==> config.mk <==
export PLATFORM = sky130hd
export DESIGN_NAME = jp_poller
export DESIGN_NICKNAME = d
export VERILOG_FILES = /design/src/rtl/jp_poller.sv
export SDC_FILE = /design/constraint.sdc
export NUM_CORES = 1
export LEC_CHECK = 0
export CAP_MARGIN = 20
export CORE_AREA = 2 2 75 105
export DETAILED_ROUTE_END_ITERATION = 10
export DIE_AREA = 0 0 77 107
export DONT_BUFFER_PORTS = 1
export GPL_TIMING_DRIVEN = 1
export HOLD_SLACK_MARGIN = 0.06
export PLACE_DENSITY = 0.65
export SYNTH_ARGS = -nofsm -noshare
export SYNTH_HDL_FRONTEND = slang
export SYNTH_SLANG_ARGS = --single-unit
==> constraint.sdc <==
create_clock -name clk_in -period 6 [get_ports clk_in]
set_input_delay 0.9 -clock clk_in [delete_from_list [all_inputs] [get_ports clk_in]]
set_output_delay 0.9 -clock clk_in [all_outputs]
set_load 0.05 [all_outputs]
==> src/rtl/jp_poller.sv <==
// jp_poller: autonomous NES joypad scanner.
// Every POLL_INTERVAL cycles (when enabled) it pulses the shared latch, clocks
// both pads eight times and captures 9 bits per pad (8 buttons + presence bit).
// Button bytes are committed once per frame with a one-cycle valid strobe.
//
// Ports:
//   clk_in            system clock
//   rst_in            asynchronous active-low reset
//   enable_in         polling allowed (looked at only while idle)
//   jp_data1_in/2_in  raw serial data from pads (pressed = 0, unplugged = 0)
//   jp_latch_out      shared latch, active-high
//   jp_clk1_out/2_out pad shift clocks, idle low, identical waveforms
//   pad*_buttons_out  button bytes, 1 = pressed (A,B,Sel,Start,Up,Down,Left,Right)
//   pad*_present_out  pad detected on last completed frame
//   valid_out         one-cycle pulse when outputs update
//   changed_out       pulses with valid_out when either button byte changed
module jp_poller #(
  parameter int HALF_PERIOD   = 150,
  parameter int POLL_INTERVAL = 416667
) (
  input  logic       clk_in,
  input  logic       rst_in,
  input  logic       enable_in,
  input  logic       jp_data1_in,
  input  logic       jp_data2_in,
  output logic       jp_latch_out,
  output logic       jp_clk1_out,
  output logic       jp_clk2_out,
  output logic [7:0] pad1_buttons_out,
  output logic [7:0] pad2_buttons_out,
  output logic       pad1_present_out,
  output logic       pad2_present_out,
  output logic       valid_out,
  output logic       changed_out
);

  localparam int HW = $clog2(2 * HALF_PERIOD);
  localparam int PW = $clog2(POLL_INTERVAL);
  localparam logic [HW-1:0] LATCH_LAST = HW'(2 * HALF_PERIOD - 1);
  localparam logic [HW-1:0] HALF_LAST  = HW'(HALF_PERIOD - 1);
  localparam logic [PW-1:0] POLL_LAST  = PW'(POLL_INTERVAL - 1);
  localparam logic [3:0]    LAST_BIT   = 4'd8;

  typedef enum logic [2:0] {IDLE, LATCH, SETTLE, CLK_HI, CLK_LO, DONE} state_e;

  state_e        state_q, state_d;
  logic [HW-1:0] hp_cnt_q, hp_cnt_d;
  logic [PW-1:0] poll_cnt_q, poll_cnt_d;
  logic [3:0]    idx_q, idx_d;
  logic [8:0]    shift1_q, shift1_d, shift2_q, shift2_d;
  logic          data1_meta_q, data1_meta_d, data1_sync_q, data1_sync_d;
  logic          data2_meta_q, data2_meta_d, data2_sync_q, data2_sync_d;
  logic          latch_q, latch_d, clk_q, clk_d;
  logic [7:0]    btn1_q, btn1_d, btn2_q, btn2_d;
  logic          present1_q, present1_d, present2_q, present2_d;
  logic          valid_q, valid_d, changed_q, changed_d;
  logic          tick;
  logic          sample;

  // Input synchronizers and free-running poll timer.
  always_comb begin
    data1_meta_d = jp_data1_in;
    data1_sync_d = data1_meta_q;
    data2_meta_d = jp_data2_in;
    data2_sync_d = data2_meta_q;
    tick         = (poll_cnt_q == POLL_LAST);
    poll_cnt_d   = tick ? '0 : poll_cnt_q + 1'b1;
  end

  // State register plus the frame datapath it sequences.
  always_ff @(posedge clk_in or negedge rst_in) begin
    if (!rst_in) begin
      state_q      <= IDLE;
      hp_cnt_q     <= '0;
      poll_cnt_q   <= '0;
      idx_q        <= '0;
      shift1_q     <= '0;
      shift2_q     <= '0;
      data1_meta_q <= 1'b0;
      data1_sync_q <= 1'b0;
      data2_meta_q <= 1'b0;
      data2_sync_q <= 1'b0;
    end else begin
      state_q      <= state_d;
      hp_cnt_q     <= hp_cnt_d;
      poll_cnt_q   <= poll_cnt_d;
      idx_q        <= idx_d;
      shift1_q     <= shift1_d;
      shift2_q     <= shift2_d;
      data1_meta_q <= data1_meta_d;
      data1_sync_q <= data1_sync_d;
      data2_meta_q <= data2_meta_d;
      data2_sync_q <= data2_sync_d;
    end
  end

  // Next-state logic. A tick arriving outside IDLE is simply lost.
  // Samples happen on the last cycle of SETTLE and of each CLK_LO, so bit 0
  // comes from the latch itself and bits 1..8 follow each rising clock.
  always_comb begin
    state_d  = state_q;
    hp_cnt_d = hp_cnt_q + 1'b1;
    idx_d    = idx_q;
    shift1_d = shift1_q;
    shift2_d = shift2_q;
    sample   = 1'b0;
    case (state_q)
      IDLE: begin
        hp_cnt_d = '0;
        if (tick && enable_in) begin
          state_d = LATCH;
          idx_d   = '0;
        end
      end
      LATCH: begin
        if (hp_cnt_q == LATCH_LAST) begin
          state_d  = SETTLE;
          hp_cnt_d = '0;
        end
      end
      SETTLE: begin
        if (hp_cnt_q == HALF_LAST) begin
          sample   = 1'b1;
          state_d  = CLK_HI;
          hp_cnt_d = '0;
        end
      end
      CLK_HI: begin
        if (hp_cnt_q == HALF_LAST) begin
          idx_d    = idx_q + 4'd1;
          state_d  = CLK_LO;
          hp_cnt_d = '0;
        end
      end
      CLK_LO: begin
        if (hp_cnt_q == HALF_LAST) begin
          sample   = 1'b1;
          state_d  = (idx_q == LAST_BIT) ? DONE : CLK_HI;
          hp_cnt_d = '0;
        end
      end
      DONE: begin
        state_d  = IDLE;
        hp_cnt_d = '0;
      end
      default: begin
        state_d  = IDLE;
        hp_cnt_d = '0;
      end
    endcase
    // Button bits arrive active-low; the trailing presence bit is kept raw.
    if (sample) begin
      shift1_d[idx_q] = (idx_q == LAST_BIT) ? data1_sync_q : ~data1_sync_q;
      shift2_d[idx_q] = (idx_q == LAST_BIT) ? data2_sync_q : ~data2_sync_q;
    end
  end

  // Output logic. Pin drives follow the next state so they line up with the
  // registered state; button results are committed while in DONE.
  always_comb begin
    latch_d    = (state_d == LATCH);
    clk_d      = (state_d == CLK_HI);
    btn1_d     = btn1_q;
    btn2_d     = btn2_q;
    present1_d = present1_q;
    present2_d = present2_q;
    valid_d    = 1'b0;
    changed_d  = 1'b0;
    if (state_q == DONE) begin
      present1_d = shift1_q[8];
      present2_d = shift2_q[8];
      btn1_d     = shift1_q[8] ? shift1_q[7:0] : 8'h00;
      btn2_d     = shift2_q[8] ? shift2_q[7:0] : 8'h00;
      valid_d    = 1'b1;
      changed_d  = (btn1_d != btn1_q) || (btn2_d != btn2_q);
    end
  end

  always_ff @(posedge clk_in or negedge rst_in) begin
    if (!rst_in) begin
      latch_q    <= 1'b0;
      clk_q      <= 1'b0;
      btn1_q     <= 8'h00;
      btn2_q     <= 8'h00;
      present1_q <= 1'b0;
      present2_q <= 1'b0;
      valid_q    <= 1'b0;
      changed_q  <= 1'b0;
    end else begin
      latch_q    <= latch_d;
      clk_q      <= clk_d;
      btn1_q     <= btn1_d;
      btn2_q     <= btn2_d;
      present1_q <= present1_d;
      present2_q <= present2_d;
      valid_q    <= valid_d;
      changed_q  <= changed_d;
    end
  end

  assign jp_latch_out     = latch_q;
  assign jp_clk1_out      = clk_q;
  assign jp_clk2_out      = clk_q;
  assign pad1_buttons_out = btn1_q;
  assign pad2_buttons_out = btn2_q;
  assign pad1_present_out = present1_q;
  assign pad2_present_out = present2_q;
  assign valid_out        = valid_q;
  assign changed_out      = changed_q;

endmodule
==> flow_metrics.env <==
export IMPL_nets=404
export IMPL_wire_per_inst_um=14.5
export IMPL_cts_resized=0
export IMPL_num_vias=2695
export IMPL_post_place_ws_ns=3.73
export IMPL_grt_usage=0.188
export IMPL_ys_top_cells_by_area="dfrtp_1 51%, nand2_1 6.1%, nor2_1 3.9%, xnor2_1 3.8%, o21ai_0 3.3%"
export IMPL_seq_area_frac_synth=0.506
export IMPL_ys_ff_latch=79
export IMPL_syn_nets=404
export IMPL_setup_violations=0
export IMPL_yosys_area_top_type="dfrtp_1"
export IMPL_cp_data_arrival_time_ns=1.27
export IMPL_intPower_uw=697
export IMPL_syn_area_per_cell_um2=9.98
export IMPL_die_area_mm2=0.00824
export IMPL_p_leak_uw=0.00177
export IMPL_fin_crit_sh=0.362
export IMPL_grt_pass1_vias=2615
export IMPL_fillers=685
export IMPL_irDropWorstVdd_mv=0.146
export IMPL_drt_total_wl_um=7160
export IMPL_yosys_warnings=0
export IMPL_slew_headroom=0.423
export IMPL_max_freq_ghz=0.460
export IMPL_grt_max_degree=80
export IMPL_cp_required_ns=5.10
export IMPL_ctsHoldBuffers=0
export IMPL_die_x_um=77
export IMPL_n_antenna_cell=0
export IMPL_fin_setup_tns_ns=0
export IMPL_synth_area_mm2=0.00390
export IMPL_rsz0062_at_grt="false"
export IMPL_drive_above_1_share=0.0985
export IMPL_async_reset_ff_frac=1.00
export IMPL_start_kind="flop"
export IMPL_synth_ff_type="dfrtp_1"
export IMPL_crit_fanout=2
export IMPL_rows=37
export IMPL_clock_latency_ns=0.36
export IMPL_power_switching_uw=202
export IMPL_cts_root_buf="clkbuf_8"
export IMPL_area_growth_pct=6.44
export IMPL_grt_pass1_wl_um=12200
export IMPL_ant_nets=0
export IMPL_port_buffers=0
export IMPL_post_cts_buffers=0
export IMPL_cp_end_kind="primary output"
export IMPL_cts_tree="done"
export IMPL_powerDensity_mw_per_mm2=216
export IMPL_cts_buffers_inserted=9
export IMPL_synth_most_common_cell="dfrtp_1"
export IMPL_gp_congestion=0.749
export IMPL_yosysUniqueCellTypes=53
export IMPL_final_util=0.568
export IMPL_drc=0
export IMPL_netlist_instances=391
export IMPL_switching_share=0.225
export IMPL_cts_max_path_buffers=2
export IMPL_clkTransAtPathRegs_ns=0.09
export IMPL_hold_class="in -> async"
export IMPL_grt_ovfl_total=0
export IMPL_dr_first_iter_drc_count=126
export IMPL_synth_commonest_cells="79 x dfrtp_1, 63 x nand2_1, 41 x nor2_1"
export IMPL_setup_ws_ns=3.83
export IMPL_htreeDepth=3
export IMPL_viasPerCell=5.47
export IMPL_drtPass1Iterations=4
export IMPL_finalHoldViolCount=0
export IMPL_skew_ns=0.0121
export IMPL_fp_coreArea_mm2=0.00731
export IMPL_clockPowerShare=0.396
export IMPL_fin_crit_ns=2.17
export IMPL_place_hpwl_um=5000
export IMPL_seqPwrFrac=0.597
export IMPL_synth_top_area_frac=0.506
export IMPL_synth_edf_count=0
export IMPL_tightest_slew_ns=0.866
export IMPL_status="completed"
export IMPL_io_pins=28
export IMPL_drv_cap=0
export IMPL_combPwrFrac=0.007
export IMPL_numClockSinks=79
export IMPL_path_class="reg -> out"
export IMPL_drv_slew=0
export IMPL_die_h_um=107
export IMPL_initial_utilization=0.534
export IMPL_antenna_found_initial=0
-- worst paths after layout --
path                                startpoint           end  slack, ns  depth (start not counted)
max                                jp_clk1_out   jp_clk1_out       3.83                          0
max reg2reg                pad2_buttons_out[3]   changed_out       3.86                          5
min                                     rst_in     valid_out       0.22                          0
max in group asynchronous               rst_in   hp_cnt_q[4]       5.63                          0
min reg2reg                       data2_meta_q  data2_sync_q       0.37                          0
min in group clk_in               data2_meta_q  data2_sync_q       0.37                          0
-- power by group through the flow --
stage               clock network [µW]  registers (µW)  logic (µW)
finish                             356             537        6.20
global route                       389             538        6.90
CTS                                364             537        6.25
detailed placement                   0             548        6.23
global placement                     0             548        6.20
floorplan                            0             546        6.75
-- state kept, by name, summed over array words and instances (netlist names), 3 cells and up --
signal / count
poll_cnt_q: 19
shift1_q: 9
pad2_buttons_out: 8
pad1_buttons_out: 8
state_q: 3
shift2_q: 9
idx_q: 4
hp_cnt_q: 9
-- per-stage QoR --
stage,area (µm²),cells,hold slack [ns],power [µW]
2_1_floorplan,3900,391,0.331,553
3_3_place_gp,3970,476,0.360,554
3_5_place_dp,3970,476,0.355,554
4_1_cts,4150,492,0.210,907
5_1_grt,4160,493,0.199,933
6_report,4160,493,0.224,899
-- routing by layer --
| metal | vias to the layer above | share of wire | routed length, µm | GRT usage |
|---|---|---|---|---|
| met5 | - | 0 | 0 | 0 |
| met4 | 0 | 0.015 | 106 | 0.0689 |
| met3 | 10 | 0.037 | 262 | 0.0463 |
| met2 | 50 | 0.52 | 3740 | 0.336 |
| met1 | 1271 | 0.43 | 3060 | 0.218 |
| li1 | 1364 | - | - | - |
-- final cells by class --
class / count / area, µm² / share of cell area
repair buffers: 1 / 7.51 / 0.00181
clock buffers: 10 / 138 / 0.0331
multi-input cells: 288 / 1830 / 0.441
flip-flops and latches: 79 / 1980 / 0.476
clock inverters: 6 / 36.3 / 0.00873
well taps: 97 / 121 / 0.0292
inverters: 12 / 45.0 / 0.0108
-- logic make-up after synthesis --
family                   count (synthesis)  synth area share
buffers and inverters                   24            0.0247
AO/OA/AOI/OAI                           67             0.107
flip-flops                              79             0.506
multiplexers                             4            0.0135
adder cells (fa/ha/maj)                  8            0.0256
AND/OR/NAND/NOR                        178             0.253
XOR/XNOR                                31            0.0696
-- layout by cell type, fill, tap and decap left out, types with 4 or more instances in the layout --
master,synthesis,layout
nor3_1,6,6
clkinv_2,0,4
o21ai_0,26,26
xnor2_1,17,17
inv_1,12,12
nand2_1,63,63
a21oi_1,6,6
xor2_1,14,14
clkbuf_8,0,10
dfrtp_1,79,79
nand3_1,13,13
nor2_1,41,41
and3_1,7,7
nand4_1,5,5
ha_1,8,8
o21ai_1,13,13
a21o_1,4,4
nor4_1,6,6
or2_2,4,4
nand4b_1,6,6
No activity file was read; power rests on OpenSTA's default activity.
